$ cat src/rtl/genius_control.sv
// ============================================================================
//  Module   : genius_control
//  Purpose  : Moore control FSM for the Genius game, driving the datapath
//             controls (R1, R2, E1..E4, SEL) from the datapath status flags
//             and two push-buttons (KEY[0]=enter, KEY[1]=start).
//  Option   : KEY_DEBOUNCE_EN -- when defined, a key must be stable for
//             DEB_CYCLES cycles to produce or re-arm a press event.
//  Revision : 1.0  initial release
// ============================================================================
`default_nettype none

module genius_control #(
  parameter int p_key      = 4,
  parameter int DEB_CYCLES = 500000
) (
  input  logic             CLOCK_50,
  input  logic             R,
  input  logic [p_key-1:0] KEY,
  input  logic             end_FPGA,
  input  logic             end_User,
  input  logic             end_time,
  input  logic             win,
  input  logic             match,
  output logic             R1,
  output logic             R2,
  output logic             E1,
  output logic             E2,
  output logic             E3,
  output logic             E4,
  output logic             SEL
);

  typedef enum logic [2:0] {
    S_INIT   = 3'd0,
    S_SETUP  = 3'd1,
    S_PLAY   = 3'd2,
    S_USER   = 3'd3,
    S_CHECK  = 3'd4,
    S_NEXT   = 3'd5,
    S_RESULT = 3'd6
  } state_t;

  // Output order: {R1, R2, E1, E2, E3, E4, SEL}
  localparam logic [6:0] c_outs_init = 7'b1100000;

  logic [1:0] r_sync1;
  logic [1:0] r_sync2;
  logic [1:0] r_flush;
  logic       w_flushed;
  logic [1:0] w_press;
  logic       w_enter;
  logic       w_start;
  logic       w_unused;
  state_t     r_state;
  state_t     w_next;

  always_ff @(posedge CLOCK_50 or negedge R) begin
    if (!R) begin
      r_sync1 <= 2'b11;
      r_sync2 <= 2'b11;
      r_flush <= 2'b00;
    end else begin
      r_sync1 <= KEY[1:0];
      r_sync2 <= r_sync1;
      r_flush <= {r_flush[0], 1'b1};
    end
  end

  // The synchronizer holds reset values for two cycles after release; a key
  // may only arm once the real pin level has reached r_sync2.
  assign w_flushed = r_flush[1];

  genvar gk;
  generate
    for (gk = 0; gk < 2; gk++) begin : g_key
`ifdef KEY_DEBOUNCE_EN
      localparam int c_cw = $clog2(DEB_CYCLES + 1);
      localparam logic [c_cw-1:0] c_last = c_cw'(DEB_CYCLES - 1);
      logic [c_cw-1:0] r_cnt;
      logic            r_armed;
      logic            r_press;

      always_ff @(posedge CLOCK_50 or negedge R) begin
        if (!R) begin
          r_cnt   <= '0;
          r_armed <= 1'b0;
          r_press <= 1'b0;
        end else begin
          r_press <= 1'b0;
          if (!w_flushed) begin
            r_cnt <= '0;
          end else if (r_armed) begin
            if (!r_sync2[gk]) begin
              if (r_cnt == c_last) begin
                r_cnt   <= '0;
                r_armed <= 1'b0;
                r_press <= 1'b1;
              end else begin
                r_cnt <= r_cnt + 1'b1;
              end
            end else begin
              r_cnt <= '0;
            end
          end else begin
            if (r_sync2[gk]) begin
              if (r_cnt == c_last) begin
                r_cnt   <= '0;
                r_armed <= 1'b1;
              end else begin
                r_cnt <= r_cnt + 1'b1;
              end
            end else begin
              r_cnt <= '0;
            end
          end
        end
      end

      assign w_press[gk] = r_press;
`else
      logic r_rel;
      logic r_press;

      always_ff @(posedge CLOCK_50 or negedge R) begin
        if (!R) begin
          r_rel   <= 1'b0;
          r_press <= 1'b0;
        end else begin
          r_press <= r_rel & ~r_sync2[gk];
          if (r_rel && !r_sync2[gk]) begin
            r_rel <= 1'b0;
          end else if (w_flushed && r_sync2[gk]) begin
            r_rel <= 1'b1;
          end
        end
      end

      assign w_press[gk] = r_press;
`endif
    end
  endgenerate

`ifdef KEY_DEBOUNCE_EN
  assign w_unused = &{1'b0, KEY[p_key-1:2]};
`else
  localparam logic [31:0] c_deb = DEB_CYCLES;
  assign w_unused = &{1'b0, KEY[p_key-1:2], c_deb};
`endif

  assign w_enter = w_press[0];
  assign w_start = w_press[1];

  always_comb begin
    w_next = S_INIT;
    case (r_state)
      S_INIT:   w_next = w_start  ? S_SETUP : S_INIT;
      S_SETUP:  w_next = w_enter  ? S_PLAY  : S_SETUP;
      S_PLAY:   w_next = end_FPGA ? S_USER  : S_PLAY;
      S_USER: begin
        if (end_User)      w_next = S_CHECK;
        else if (end_time) w_next = S_RESULT;
        else               w_next = S_USER;
      end
      S_CHECK:  w_next = (match && !win) ? S_NEXT : S_RESULT;
      S_NEXT:   w_next = S_PLAY;
      S_RESULT: w_next = w_start  ? S_INIT  : S_RESULT;
      default:  w_next = S_INIT;
    endcase
  end

  function automatic logic [6:0] f_outs(input state_t s);
    case (s)
      S_INIT:   f_outs = 7'b1100000;
      S_SETUP:  f_outs = 7'b0110000;
      S_PLAY:   f_outs = 7'b0100100;
      S_USER:   f_outs = 7'b0001010;
      S_CHECK:  f_outs = 7'b0100000;
      S_NEXT:   f_outs = 7'b0110000;
      S_RESULT: f_outs = 7'b0100001;
      default:  f_outs = 7'b1100000;
    endcase
  endfunction

  // Outputs are registered from the next state so they line up with r_state.
  always_ff @(posedge CLOCK_50 or negedge R) begin
    if (!R) begin
      r_state                       <= S_INIT;
      {R1, R2, E1, E2, E3, E4, SEL} <= c_outs_init;
    end else begin
      r_state                       <= w_next;
      {R1, R2, E1, E2, E3, E4, SEL} <= f_outs(w_next);
    end
  end

endmodule

`default_nettype wire

$ cat config.mk
export PLATFORM = sky130hd
export DESIGN_NAME = genius_control
export DESIGN_NICKNAME = d
export VERILOG_FILES = /design/src/rtl/genius_control.sv
export SDC_FILE = /design/constraint.sdc
export NUM_CORES = 1
export LEC_CHECK = 0
export ABC_CLOCK_PERIOD_IN_PS = 1950
export CAP_MARGIN = 30
export CORE_UTILIZATION = 46
export CTS_CLUSTER_SIZE = 14
export DETAILED_ROUTE_END_ITERATION = 7
export PLACE_DENSITY = 0.71
export SETUP_SLACK_MARGIN = 0.15
export SYNTH_ARGS = -nofsm -noshare
export SYNTH_HDL_FRONTEND = slang
export SYNTH_SLANG_ARGS = --single-unit
$ cat constraint.sdc
create_clock -name CLOCK_50 -period 1.95 [get_ports CLOCK_50]
set_clock_uncertainty 0.15 [all_clocks]
set_input_delay 0.4875 -clock CLOCK_50 [delete_from_list [all_inputs] [get_ports CLOCK_50]]
set_output_delay 0.4875 -clock CLOCK_50 [all_outputs]
set_load 0.005 [all_outputs]
After elaboration in Yosys (flattened, before gate mapping). Index checks and enable logic that the tools add are counted. Widths: inputs -> output; s select.

Bits in registers: 20. Input bits: 11. Output and inout port bits: 7. Word-level logic and storage cells: 56.

Muxes and demuxes: 13. Eq/ne operators: 12. Reductions and logical operators: 12. Bitwise logic cells: 4.

Operator list (number): $pmux 7 s5 (1); $pmux 3 s7 (1); $eq 3x3->1 const B (6); $eq 3x2->1 const B (4); $mux 3 (3); $eq 3x1->1 const B (2); $mux 1 (6); $logic_and 1x1->1 (5); $mux 2 (2); $reduce_bool 2->1 (2); $logic_not 1->1 (3); $logic_not 3->1 (1); $and 1x1->1 (2); $not 1->1 (2); $reduce_or 2->1 (1).

Longest topological paths before layout.
Depth in word-level cells: 7. Gate-level depth with buffers: 5. Depth with buffers taken out: 4.

Worst setup path before layout. No wires, ideal clock.

Path type: register -> register. Start point: register r_state[2]. End point: register SEL. Buffers on the path: 1. Arrival: 1.126 ns. Setup slack: 0.555 ns. Cell stages (with the launch flop): 6. Clock period less this slack: 1.395 ns. Library setup time: 0.119 ns. Cell sequence: dfrtp_1 -> buf_6 -> o21a_1 -> a211oi_2 -> a21oi_2 -> and2_1.

Word-level cells in the longest chain between the ends: 5. Elaborated cells on any way between the ends: 16.

Ends and longest elaborated chain: from (decl) (line 54) `state_t r_state;`; from (signal assigned) (line 190) `r_state <= w_next;`; $eq 3x3->1, or another cell as far along (line 155) `case (r_state)`; $pmux 3 s7 * (line 155); named net w_next[1] (line 55) `state_t w_next;`; $eq 3x3->1 / $eq 3x1->1 (equally long branches) (line 172) `case (s)`; $reduce_or 2->1 (no line); $pmux 7 s5 * (line 172); to (signal assigned) (line 188) `{R1, R2, E1, E2, E3, E4, SEL} <= c_outs_init;`; to (signal assigned) (line 191) `{R1, R2, E1, E2, E3, E4, SEL} <= f_outs(w_next);`; to (decl) (line 30) `output logic SEL`.

The timed path passes the listed nets; every way through them passes the cells marked *. A chain may end at the register's enable or synchronous reset.

Final worst setup path.
Start point: register E3. End point: output E3.

RTL lines: from (decl) (line 28) `output logic E3,`; from (signal assigned) (line 188); from (signal assigned) (line 191).

No word-level cell between the ends.

==> qor.csv <==
metric,value,unit
FMAX,574,MHz
drt drc,0,
Yosys reg bits,19,
RSZ-0062 raised after global routing,false,
Die Y,41.6,um
post-synth top area cell,dfrtp_1,
Num CTS Buffers,3,
CP bufs+invs,1,
Register Area,483,um2
vias per cell,5.33,
root buf cell,clkbuf_4,
Tmin final,1740,ps
Peak VDD IR,0.000779,V
synth cell count leaders,"dfrtp_1, dfstp_2, nor2_1",
post-CTS sizing,3,
setup_tns,0,ps
Avg Inst Size Synth,13.6,um2
async set-reset flop share out of synthesis,1.00,
final WL,1170,um
CP top delay family,buffers and inverters,
share of layout cells above drive strength 1,0.200,
"top cells by area, synth","dfrtp_1, dfstp_2, nand3b_1",
die area,1730,um2
pre-CTS setup slack,27.9,ps
YS warnings,0,
Fillers,101,
TritonCTS clock tree,done,
Final WS setup,208,ps
Port Buffers,15,
Hold WC Path Type,register to register,
Synth cell types,24,
first-pass GRT wire length,2080,um
"Setup violations, final",0,
hold_buf cts,0,
Post-synth EDFFs,0,
Starting Density,0.522,
Clock Sinks,19,
Layout area overhead,25.3,%
vias in the first global route,470,
H-tree depth,1,
Max Slew Vio Count,0,
post-synth top area share,0.451,
final hold viol count,0,
num ports,18,
largest net degree at the start of global routing,20,
worst-path maximum fanout,1,
Syn Std Cell Area,722,um2
Critical Path RT,1310,ps
slowest cell on the critical path,clkdlybuf4s50_1,
ant diodes,0,
Non-Filler Instances,85,
r2r setup slk,430,ps
RePlAce Congestion,0.732,
CP max stage delay,490,ps
clk buf depth,2,
LEAKAGE,0.425,nW
"Top FF cell, synth",dfrtp_1,
status,finished clean,
cell with the most instances after synthesis,dfrtp_1,
Detail Placement HPWL,904,um
Cells after Synth,53,
crit share post-route,0.894,
via count,453,
multi-input logic area,215,um2
total gr overflow,0,
placed cells,81,
WP data arrival,1100,ps
Rows,13,
worst setup path category,register to primary output,
die width,41.6,um
detailed-router iteration count before antenna repair,4,
Post-CTS Setup Inserts,0,
post-synthesis sequential area ratio,0.669,
startpoint types,register,
crit-path cells,clkdlybuf4s50_1,
Cell Pwr Density,1200,nW/um2
maxcap violations,0,
hold_ws,209,ps
core area,1380,um2
Worst-path clk slew,100,ps
initial antenna violation count,0,
NumNets Final,82,
drt wl/cell,13.8,um
clock latency on the worst-skew pair,290,ps
Crit. End Element,primary output,
syn_nets,64,
initial DRC count,4,
Total GRT Usage,0.163,
ANT nets after route,0,
layer usage:
layer | track usage | wire, um
met1 | 0.193 | 466
met2 | 0.256 | 645
met3 | 0.0478 | 50
met4 | 0.110 | 11
met5 | 0 | 0
flip-flops by register name, indices dropped and copies added (netlist names), 2 cells and up:
signal         cells
r_flush            2
r_sync1            2
g_key.r_press      2
r_state            3
g_key.r_rel        2
r_sync2            2
power breakdown:
part	switching (mW)	leakage, nW	total [mW]	internal [mW]
logic	0.148	0.183	0.332	0.184
clock network	0.106	0.0150	0.186	0.0794
registers	0.0759	0.227	0.567	0.491
final timing paths:
path / startpoint / endpoint / cells after the start
max in group asynchronous: R / r_sync1[0] / 2
max reg2reg: r_state[2] / E1 / 4
max: E3 / E3 / 1
min reg2reg: r_sync1[0] / r_sync2[0] / 0
min in group asynchronous: R / g_key[1].r_rel / 2
min: r_sync1[0] / r_sync2[0] / 0
layout by cell type, fill, tap and decap left out, drive strengths merged:
| master | count |
|---|---|
| dfrtp | 13 |
| nor2 | 5 |
| nand4 | 1 |
| conb | 1 |
| o311ai | 1 |
| a21oi | 2 |
| dlygate4sd2 | 3 |
| o21ai | 1 |
| buf | 1 |
| clkdlybuf4s50 | 9 |
| nand2 | 2 |
| clkbuf | 4 |
| a211o | 1 |
| dfstp | 6 |
| nor4b | 1 |
| and2 | 2 |
| nand2b | 2 |
| dlymetal6s2s | 3 |
| nor2b | 3 |
| a211oi | 2 |
| o21a | 3 |
| nand3b | 3 |
| nor4bb | 1 |
stage by stage:
stage	util	cell area, um2	power [mW]
finish	0.654	905	1.09
floorplan	-	722	0.789
global route	0.654	905	1.16
detailed placement	0.633	875	0.937
global placement	0.633	875	0.917
CTS	0.649	897	1.11
kinds of logic (layout without fill, tap and decap cells):
group	Yosys count	count (layout)	synth area share
buffers and inverters	3	20	0.0329
other	1	1	0.00519
flip-flops	19	19	0.669
AO/OA/AOI/OAI	10	10	0.120
AND/OR/NAND/NOR	20	20	0.173
layout make-up:
type / count / area share
flip-flops and latches: 19 / 0.534
multi-input cells: 31 / 0.238
repair buffers: 16 / 0.178
clock buffers: 4 / 0.0290
well taps: 15 / 0.0207
Power figures use the tool's default switching activity.
